$ cat src/rtl/uart_pkg.sv
// Shared 8N1 UART constants, serialiser state encoding and baud helper.
package uart_pkg;

    localparam int unsigned DATA_BITS  = 8;
    localparam int unsigned STOP_BITS  = 1;
    localparam logic        IDLE_LEVEL = 1'b1;

    typedef enum logic [1:0] {
        IDLE  = 2'd0,
        START = 2'd1,
        DATA  = 2'd2,
        STOP  = 2'd3
    } tx_state_e;

    // Clocks per bit; integer division truncates toward the faster rate.
    function automatic int unsigned baud_cnt_max(input int unsigned clk_freq,
                                                 input int unsigned uart_bps);
        return clk_freq / uart_bps;
    endfunction

endpackage

$ cat src/rtl/uart_fifo_tx_if.sv
// Byte-strobe input, FIFO status and serial line of the buffered transmitter.
interface uart_fifo_tx_if
    import uart_pkg::*;
#(
    parameter int unsigned DEPTH = 16
);
    localparam int unsigned LVL_W = $clog2(DEPTH) + 1;

    logic [DATA_BITS-1:0] pi_data;
    logic                 pi_flag;
    logic                 full;
    logic [LVL_W-1:0]     level;
    logic                 overflow;
    logic                 busy;
    logic                 tx;

    modport master (
        output pi_data, pi_flag,
        input  full, level, overflow, busy, tx
    );

    modport slave (
        input  pi_data, pi_flag,
        output full, level, overflow, busy, tx
    );

endinterface

$ cat src/rtl/sync_fifo.sv
// Single-clock FIFO with registered full/empty/level; writes when full and
// reads when empty are ignored.
module sync_fifo #(
    parameter int unsigned WIDTH = 8,
    parameter int unsigned DEPTH = 16
) (
    input  logic                   clk,
    input  logic                   rst,
    input  logic                   wr_en,
    input  logic [WIDTH-1:0]       wr_data,
    input  logic                   rd_en,
    output logic [WIDTH-1:0]       rd_data,
    output logic                   full,
    output logic                   empty,
    output logic [$clog2(DEPTH):0] level
);

    localparam int unsigned PTR_W = $clog2(DEPTH);
    localparam int unsigned LVL_W = PTR_W + 1;

    logic [WIDTH-1:0] mem [DEPTH];

    logic [PTR_W-1:0] wr_ptr_q, wr_ptr_d;
    logic [PTR_W-1:0] rd_ptr_q, rd_ptr_d;
    logic [LVL_W-1:0] level_q, level_d;
    logic             full_q, full_d;
    logic             empty_q, empty_d;
    logic             push, pop;

    // Qualify requests against the registered flags and advance pointers/level.
    always_comb begin
        push     = wr_en && !full_q;
        pop      = rd_en && !empty_q;
        wr_ptr_d = wr_ptr_q;
        rd_ptr_d = rd_ptr_q;
        if (push) begin
            wr_ptr_d = wr_ptr_q + PTR_W'(1);
        end
        if (pop) begin
            rd_ptr_d = rd_ptr_q + PTR_W'(1);
        end
        level_d = level_q + LVL_W'(push) - LVL_W'(pop);
        full_d  = (level_d == LVL_W'(DEPTH));
        empty_d = (level_d == '0);
    end

    // Pointer and status registers.
    always_ff @(posedge clk) begin
        if (rst) begin
            wr_ptr_q <= '0;
            rd_ptr_q <= '0;
            level_q  <= '0;
            full_q   <= 1'b0;
            empty_q  <= 1'b1;
        end else begin
            wr_ptr_q <= wr_ptr_d;
            rd_ptr_q <= rd_ptr_d;
            level_q  <= level_d;
            full_q   <= full_d;
            empty_q  <= empty_d;
        end
    end

    // Storage array; contents need no reset since empty gates every read.
    always_ff @(posedge clk) begin
        if (push) begin
            mem[wr_ptr_q] <= wr_data;
        end
    end

    assign rd_data = mem[rd_ptr_q];
    assign full    = full_q;
    assign empty   = empty_q;
    assign level   = level_q;

endmodule

$ cat src/rtl/uart_fifo_tx.sv
// Buffered 8N1 UART transmitter: byte strobes queue in a FIFO and are
// serialised LSB first, with one idle clock between back-to-back frames.
module uart_fifo_tx
    import uart_pkg::*;
#(
    parameter int unsigned CLK_FREQ = 50_000_000,
    parameter int unsigned UART_BPS = 9600,
    parameter int unsigned DEPTH    = 16
) (
    input  logic           sys_clk,
    input  logic           sys_rst,
    uart_fifo_tx_if.slave  bus
);

    localparam int unsigned BAUD_CNT_MAX = baud_cnt_max(CLK_FREQ, UART_BPS);
    localparam int unsigned CNT_W        = (BAUD_CNT_MAX > 1) ? $clog2(BAUD_CNT_MAX) : 1;
    localparam int unsigned IDX_W        = $clog2(DATA_BITS);
    localparam int unsigned LVL_W        = $clog2(DEPTH) + 1;

    localparam logic [CNT_W-1:0] BAUD_LAST  = CNT_W'(BAUD_CNT_MAX - 1);
    localparam logic [IDX_W-1:0] DATA_LAST  = IDX_W'(DATA_BITS - 1);
    localparam logic [IDX_W-1:0] STOP_LAST  = IDX_W'(STOP_BITS - 1);

    tx_state_e            state_q, state_d;
    logic [CNT_W-1:0]     cnt_q, cnt_d;
    logic [IDX_W-1:0]     bit_idx_q, bit_idx_d;
    logic [DATA_BITS-1:0] shift_q, shift_d;
    logic                 tx_q, tx_d;
    logic                 busy_q, busy_d;
    logic                 overflow_q, overflow_d;
    logic                 baud_end;

    logic                 fifo_rd_en;
    logic [DATA_BITS-1:0] fifo_rd_data;
    logic                 fifo_full;
    logic                 fifo_empty;
    logic [LVL_W-1:0]     fifo_level;

    sync_fifo #(
        .WIDTH (DATA_BITS),
        .DEPTH (DEPTH)
    ) u_fifo (
        .clk     (sys_clk),
        .rst     (sys_rst),
        .wr_en   (bus.pi_flag),
        .wr_data (bus.pi_data),
        .rd_en   (fifo_rd_en),
        .rd_data (fifo_rd_data),
        .full    (fifo_full),
        .empty   (fifo_empty),
        .level   (fifo_level)
    );

    assign baud_end = (cnt_q == BAUD_LAST);

    // Serialiser next state, baud/bit counters, shift register and line outputs.
    always_comb begin
        state_d    = state_q;
        cnt_d      = cnt_q;
        bit_idx_d  = bit_idx_q;
        shift_d    = shift_q;
        fifo_rd_en = 1'b0;
        tx_d       = IDLE_LEVEL;
        busy_d     = 1'b0;
        overflow_d = overflow_q | (bus.pi_flag & fifo_full);

        if (state_q != IDLE) begin
            cnt_d = baud_end ? '0 : cnt_q + CNT_W'(1);
        end

        unique case (state_q)
            IDLE: begin
                if (!fifo_empty) begin
                    fifo_rd_en = 1'b1;
                    shift_d    = fifo_rd_data;
                    cnt_d      = '0;
                    state_d    = START;
                end
            end
            START: begin
                if (baud_end) begin
                    bit_idx_d = '0;
                    state_d   = DATA;
                end
            end
            DATA: begin
                if (baud_end) begin
                    shift_d = shift_q >> 1;
                    if (bit_idx_q == DATA_LAST) begin
                        bit_idx_d = '0;
                        state_d   = STOP;
                    end else begin
                        bit_idx_d = bit_idx_q + IDX_W'(1);
                    end
                end
            end
            STOP: begin
                if (baud_end) begin
                    if (bit_idx_q == STOP_LAST) begin
                        bit_idx_d = '0;
                        state_d   = IDLE;
                    end else begin
                        bit_idx_d = bit_idx_q + IDX_W'(1);
                    end
                end
            end
            default: begin
                state_d = IDLE;
            end
        endcase

        // Line level follows the state being entered so tx stays registered.
        unique case (state_d)
            START:   tx_d = ~IDLE_LEVEL;
            DATA:    tx_d = shift_d[0];
            default: tx_d = IDLE_LEVEL;
        endcase
        busy_d = (state_d != IDLE);
    end

    // State and output registers; reset aborts any frame in flight.
    always_ff @(posedge sys_clk) begin
        if (sys_rst) begin
            state_q    <= IDLE;
            cnt_q      <= '0;
            bit_idx_q  <= '0;
            shift_q    <= '0;
            tx_q       <= IDLE_LEVEL;
            busy_q     <= 1'b0;
            overflow_q <= 1'b0;
        end else begin
            state_q    <= state_d;
            cnt_q      <= cnt_d;
            bit_idx_q  <= bit_idx_d;
            shift_q    <= shift_d;
            tx_q       <= tx_d;
            busy_q     <= busy_d;
            overflow_q <= overflow_d;
        end
    end

    assign bus.tx       = tx_q;
    assign bus.busy     = busy_q;
    assign bus.overflow = overflow_q;
    assign bus.full     = fifo_full;
    assign bus.level    = fifo_level;

endmodule

$ cat src/flat_wrapper.sv
// flat-port wrapper written by rule: the top's interface ports become plain ports
module uart_fifo_tx_flat import uart_pkg::*;
#(
    parameter int unsigned CLK_FREQ = 50_000_000,
    parameter int unsigned UART_BPS = 9600,
    parameter int unsigned DEPTH    = 16
)
  (sys_clk, sys_rst, bus_pi_data, bus_pi_flag, bus_full, bus_level, bus_overflow, bus_busy, bus_tx);
  uart_fifo_tx_if #(.DEPTH(DEPTH)) bus_i ();
  input  logic sys_clk;
  input  logic sys_rst;
  input wire logic [$bits(bus_i.pi_data)-1:0] bus_pi_data;
  input wire logic [$bits(bus_i.pi_flag)-1:0] bus_pi_flag;
  output wire logic [$bits(bus_i.full)-1:0] bus_full;
  output wire logic [$bits(bus_i.level)-1:0] bus_level;
  output wire logic [$bits(bus_i.overflow)-1:0] bus_overflow;
  output wire logic [$bits(bus_i.busy)-1:0] bus_busy;
  output wire logic [$bits(bus_i.tx)-1:0] bus_tx;
  assign bus_i.pi_data = bus_pi_data;
  assign bus_i.pi_flag = bus_pi_flag;
  assign bus_full = bus_i.full;
  assign bus_level = bus_i.level;
  assign bus_overflow = bus_i.overflow;
  assign bus_busy = bus_i.busy;
  assign bus_tx = bus_i.tx;
  uart_fifo_tx #(.CLK_FREQ(CLK_FREQ), .UART_BPS(UART_BPS), .DEPTH(DEPTH)) u_core (.sys_clk(sys_clk), .sys_rst(sys_rst), .bus(bus_i));
endmodule
$ cat config.mk
export PLATFORM = sky130hd
export DESIGN_NAME = uart_fifo_tx_flat
export DESIGN_NICKNAME = d
export VERILOG_FILES = /design/src/rtl/uart_pkg.sv /design/src/rtl/uart_fifo_tx_if.sv /design/src/rtl/sync_fifo.sv /design/src/rtl/uart_fifo_tx.sv /design/src/flat_wrapper.sv
export SDC_FILE = /design/constraint.sdc
export NUM_CORES = 1
export LEC_CHECK = 0
export ABC_AREA = 1
export BUFFER_PORTS_ARGS = -buffer_cell sky130_fd_sc_hd__buf_2
export CAP_MARGIN = 20
export CORE_MARGIN = 3
export CORE_UTILIZATION = 60
export CTS_BUF_LIST = sky130_fd_sc_hd__clkbuf_2
export DETAILED_ROUTE_END_ITERATION = 7
export HOLD_SLACK_MARGIN = 0.15
export PLACE_DENSITY = 0.74
export SETUP_SLACK_MARGIN = 0.02
export SYNTH_ARGS = -nofsm -noshare
export SYNTH_HDL_FRONTEND = slang
export SYNTH_HIERARCHICAL = 1
export SYNTH_SLANG_ARGS = --single-unit
$ cat constraint.sdc
create_clock -name sys_clk -period 5.61 [get_ports sys_clk]
set_input_delay 0 -clock sys_clk [delete_from_list [all_inputs] [get_ports sys_clk]]
set_output_delay 0 -clock sys_clk [all_outputs]
set_load 0.1 [all_outputs]
== Yosys cells after proc, flatten, opt, wreduce, memory -nomap -nowiden ==
Memory sizes are Yosys's and may differ from the RTL's. A register that Yosys moved wholly into a read port is not among the register bits.
Index checks and enable logic that the tools add are counted.
Word-level totals
  register bits: 44
  bits in writable memories: 128
  input bits: 11
  output and inout port bits: 9
  memories: 1
Cells by class
  add/sub/neg operators: 6
  eq/ne operators: 12
  muxes and demuxes: 27
  bitwise logic cells: 2
  reduce and logical (&&, ||, !) cells: 13
Memory list
  u_core.u_fifo.mem: words 16, width 8, rd ports 1, clocked after Yosys merged registers in 1, write ports 1, RTL line sync_fifo.sv:21  | logic [WIDTH-1:0] mem [DEPTH];
Operator list (count)
  $mux 13: 4
  $mux 8: 2
  $pmux 8 s2: 1
  $mux 3: 5
  $add 13x1->13 const B: 1
  $eq 13x13->1 const B: 1
  $mux 2: 6
  $pmux 3 s3: 1
  $add 4x1->4 const B: 2
  $mux 4: 2
  $pmux 2 s4: 1
  $eq 2x2->1 const B: 3
  $ne 2x1->1 const B: 3
  $reduce_bool 2->1: 3
  $add 5x1->5: 1
  $eq 5x5->1 const B: 1
  $logic_not 5->1: 1
  $sub 5x1->5: 1
  $eq 2x1->1 const B: 2
  $mux 1: 4
  $reduce_and 4->1: 1
  $add 3x1->3 const B: 1
  $eq 3x3->1 const B: 1
  $logic_not 3->1: 1
  9 further kinds: 11

== Logic depth before layout (Yosys ltp) ==
  depth in word-level cells: 6
  mapped depth: 20
  mapped depth without buffers: 19

== Cells and area by module ==
Netlist, hierarchy kept.
By module, submodules not included
  sync_fifo: times used 1, cells each 656, area an instance 6467.5 µm², seq. area each 4224.1 µm²
  uart_fifo_tx: times used 1, cells each 225, area an instance 1606.5 µm², seq. area each 580.6 µm²

== Least setup slack after synthesis ==
Ideal clock, no wire load.
  kind: register -> register
  from: reg u_core.state_q[1]
  to: reg u_core.u_fifo.empty_q (netlist: u_core/u_fifo/empty)
  arrival: 2.629 ns
  data required time: 5.493 ns
  setup slack: 2.864 ns
  cell stages (with the launch flop): 20
  buffers on the path: 1
  clock period less this slack: 2.746 ns
  cell sequence: dfxtp_1 > inv_1 > ha_1 > inv_2 > nor2_1 > buf_2 > inv_1 > nor2_2 > inv_1 > nor2_1 > inv_1 > nand2_1 > ha_1 > inv_1 > fa_1 > nand3b_1 > nand3_1 > nand2_1 > nand3_1 > nand2_1
Between the ends
  longest elaborated chain between the ends: 5
RTL lines
  start, declared: RTL line uart_fifo_tx.sv:24  | tx_state_e state_q, state_d;
  start signal, assigned: RTL line uart_fifo_tx.sv:132  | state_q <= state_d;
  $logic_not 2->1: RTL line uart_fifo_tx.sv:71  | unique case (state_q)
  $mux 1: RTL line uart_fifo_tx.sv:71
  net u_core.fifo_rd_en: RTL line uart_fifo_tx.sv:33  | logic fifo_rd_en;
  $logic_and 1x1->1: RTL line sync_fifo.sv:33  | pop = rd_en && !empty_q;
  $sub 5x1->5: RTL line sync_fifo.sv:42  | level_d = level_q + LVL_W'(push) - LVL_W'(pop);
  $logic_not 5->1: RTL line sync_fifo.sv:44  | empty_d = (level_d == '0);
  end signal, assigned: RTL line sync_fifo.sv:60  | empty_q <= empty_d;
  end, declared: RTL line sync_fifo.sv:27  | logic empty_q, empty_d;
The timed path passes the listed nets, and every way through them passes these cells.
A chain may end at the register's enable or synchronous reset.

== Worst setup path after layout ==
  from: reg u_core.state_q[1]
  to: reg u_core.u_fifo.full_q (netlist: u_core/u_fifo/full)
Between the ends
  longest elaborated chain between the ends: 5
RTL lines
  $logic_not 2->1: RTL line uart_fifo_tx.sv:71
  $mux 1: RTL line uart_fifo_tx.sv:71
  $logic_and 1x1->1: RTL line sync_fifo.sv:33
  $sub 5x1->5: RTL line sync_fifo.sv:42
  $eq 5x5->1: RTL line sync_fifo.sv:43  | full_d = (level_d == LVL_W'(DEPTH));
  end signal, assigned: RTL line sync_fifo.sv:59  | full_q <= full_d;
  end, declared: RTL line sync_fifo.sv:26  | logic full_q, full_d;
No other way between the ends.

==> flow_metrics.env <==
export IMPL_stdcell_count=1102
export IMPL_h_tree_depth=4
export IMPL_die_w_um=122
export IMPL_dp_cells=1045
export IMPL_wirelength_mm=17.4
export IMPL_start_util_pct=62.7
export IMPL_num_rows=41
export IMPL_clock_skew_ps=36.2
export IMPL_yosysUniqueCellTypes=35
export IMPL_synth_top_area_share_pct=47.6
export IMPL_hold_violations=0
export IMPL_grt_pass1_vias=5537
export IMPL_powerDensity_mw_per_mm2=379
export IMPL_rsz0062_at_grt="false"
export IMPL_grt_antenna_before_repair=0
export IMPL_slew_limit_headroom_pct=38.5
export IMPL_syn_instance_count=881
export IMPL_dr_pass1_iters=5
export IMPL_synthToLayoutAreaGrowth_pct=8.21
export IMPL_hpwlAfterDp_mm=10.8
export IMPL_clkTransAtPathRegs_ps=240
export IMPL_syn_avg_cell_area_um2=9.16
export IMPL_peakVddDrop_mv=0.544
export IMPL_die_area_mm2=0.0149
export IMPL_grt_max_degree=66
export IMPL_synth_main_ff_cell="edfxtp_1"
export IMPL_drtAntennaViolNets=0
export IMPL_crit_required_ps=6280
export IMPL_drcViolationCount=0
export IMPL_clockRootBuffer="clkbuf_2"
export IMPL_cp_end_kind="register"
export IMPL_io_pins=20
export IMPL_cts_buffer_depth=2
export IMPL_cts_tree="yes"
export IMPL_grt_use_total_pct=24.4
export IMPL_final_nets=947
export IMPL_synth_area_leaders="edfxtp_1, dfxtp_1, nand2_1, nand3_1, inv_1"
export IMPL_core_mm2=0.0129
export IMPL_setup_viol=0
export IMPL_fill_cells=957
export IMPL_criticalPathCategory="register to register"
export IMPL_portBuffers=19
export IMPL_drive_gt1_share_pct=8.49
export IMPL_setup_slack_ps=2150
export IMPL_yosys_warnings=6
export IMPL_vias_per_cell=5.41
export IMPL_synth_top_area_cell="edfxtp_1"
export IMPL_ys_ff_latch=176
export IMPL_ys_seq_area_share_pct=59.5
export IMPL_max_freq_ghz=0.289
export IMPL_grt_overflow_total=0
export IMPL_postCtsResizedCells=0
export IMPL_cts_inserted_buffers=17
export IMPL_yosys_top_cells_count="nand2_1, inv_1, edfxtp_1, nand3_1, nor2_1"
export IMPL_holdCritPathClass="input pin to register"
export IMPL_setup_tns_ps=0
export IMPL_num_vias=5959
export IMPL_antenna_cells=0
export IMPL_async_flop_share_pct=0
export IMPL_crit_fanout=11
export IMPL_clkSinkCount=176
export IMPL_leakage_uw=0.00374
export IMPL_postCtsSetupBuffers=0
export IMPL_post_route_min_period_ps=3460
export IMPL_synth_edf_count=128
export IMPL_dp_slack_ps=2250
export IMPL_first_iter_violations=697
export IMPL_cp_data_arrival_time_ps=4130
export IMPL_status="finished clean"
export IMPL_slew_violations=0
export IMPL_period_share_pct=61.6
export IMPL_max_slew_worst_pin_slew_ps=919
export IMPL_insertion_delay_ps=740
export IMPL_netlist_area_mm2=0.00807
export IMPL_routedWlPerCell_um=15.8
export IMPL_worstSetupStartpointType="register"
export IMPL_syn_num_nets=911
export IMPL_die_height_um=122
export IMPL_cap_violations=0
export IMPL_synth_most_common_cell="nand2_1"
export IMPL_gp_congestion=0.867
export IMPL_grt_pass1_wl_mm=27.5
cell usage in the layout (no fill, tap or decap), types with 5 or more instances in the layout:
master,instances
dfxtp_1,47
a31oi_1,7
o21ai_0,12
dlygate4sd3_1,24
a21oi_1,19
nor3_1,6
ha_1,18
clkbuf_2,18
inv_2,7
nand3_1,118
nand4_1,6
buf_2,19
nand2_1,249
inv_1,143
edfxtp_1,128
xor2_1,5
nor2_2,5
nor2_1,58
timing repair:
action / in CTS / in global routing
endpoints found under the hold margin: 258 / 29
hold buffers: 20 / 4
setup endpoints to repair: 0 / 0
worst paths after layout:
path	cells past startpoint	to	slack, ps	from
setup / recovery	17	u_core/u_fifo/full	2150	u_core/state_q[1]
hold / removal	3	register	250	sys_rst
setup reg to reg	17	u_core/u_fifo/full	2150	u_core/state_q[1]
hold reg to reg	2	u_core/shift_q[7]	490	u_core/shift_q[7]
metal layers:
metal	global-route usage, %	up-vias	share of wire, %
met4	10.2	0	3.3
li1	-	2894	-
met1	33.3	2744	43
met5	0	-	0
met3	6.04	44	8.1
met2	37.7	277	46
worst max-delay path: stages, from the launching register on:
cell and delay (ps):
dfxtp_1 410, inv_1 110, ha_1 290, inv_2 110, nor2_1 510, inv_1 120, nor2_2 210, inv_1 110
nor2_1 190, inv_1 90, nand2_1 80, ha_1 190, inv_1 70, fa_1 400, nand3b_1 190, nand3_1 120
nand3_1 100, nor2_1 120
kinds of logic (layout without fill, tap and decap cells):
kind of cell	count (synthesis)	in the layout	share of synthesized area (%)
AOI/OAI and AO/OA	45	45	3.01
xor gates and xnor gates	7	7	0.759
adders and majority gates	19	19	3.04
buffers and inverters	181	230	9.48
DFF	176	176	59.5
and+or+nand+nor	453	453	24.2
power breakdown:
part | internal [uW] | total [uW] | switching (uW)
Sequential | 1490 | 1550 | 55.3
Clock | 258 | 699 | 441
Combinational | 291 | 1060 | 771
Total | 2040 | 3310 | 1270
layout make-up:
cell class              instances  area [um2]  area share [%]
flip-flops and latches        176        4810            55.0
multi-input cells             524        2500            28.7
inverters                     152         572            6.54
repair buffers                 46         370            4.24
well taps                     172         215            2.46
clock inverters                14         180            2.06
clock buffers                  18        90.1            1.03
per-stage QoR:
stage | hold slack (ps) | total power (uW) | cell area, um2 | util, %
after detailed placement | 251 | 2600 | 8210 | 63.7
after global placement | 239 | 2560 | 8210 | 63.7
after global routing | 163 | 3490 | 8740 | 67.9
after floorplan | 98.9 | 2400 | 8070 | -
final | 247 | 3310 | 8740 | 67.9
after CTS | 151 | 3300 | 8680 | 67.4
state kept, by name (all words and copies together), names as in the netlist, named ones only:
signal                  cells
u_core/bit_idx_q            3
u_core/bus.busy             1
u_core/bus.overflow         1
u_core/bus.tx               1
u_core/cnt_q               13
u_core/shift_q              8
u_core/state_q              2
u_core/u_fifo/empty         1
u_core/u_fifo/full          1
u_core/u_fifo/level         5
u_core/u_fifo/mem         128
u_core/u_fifo/rd_ptr_q      4
u_core/u_fifo/wr_ptr_q      4
Power figures use the tool's default switching activity.
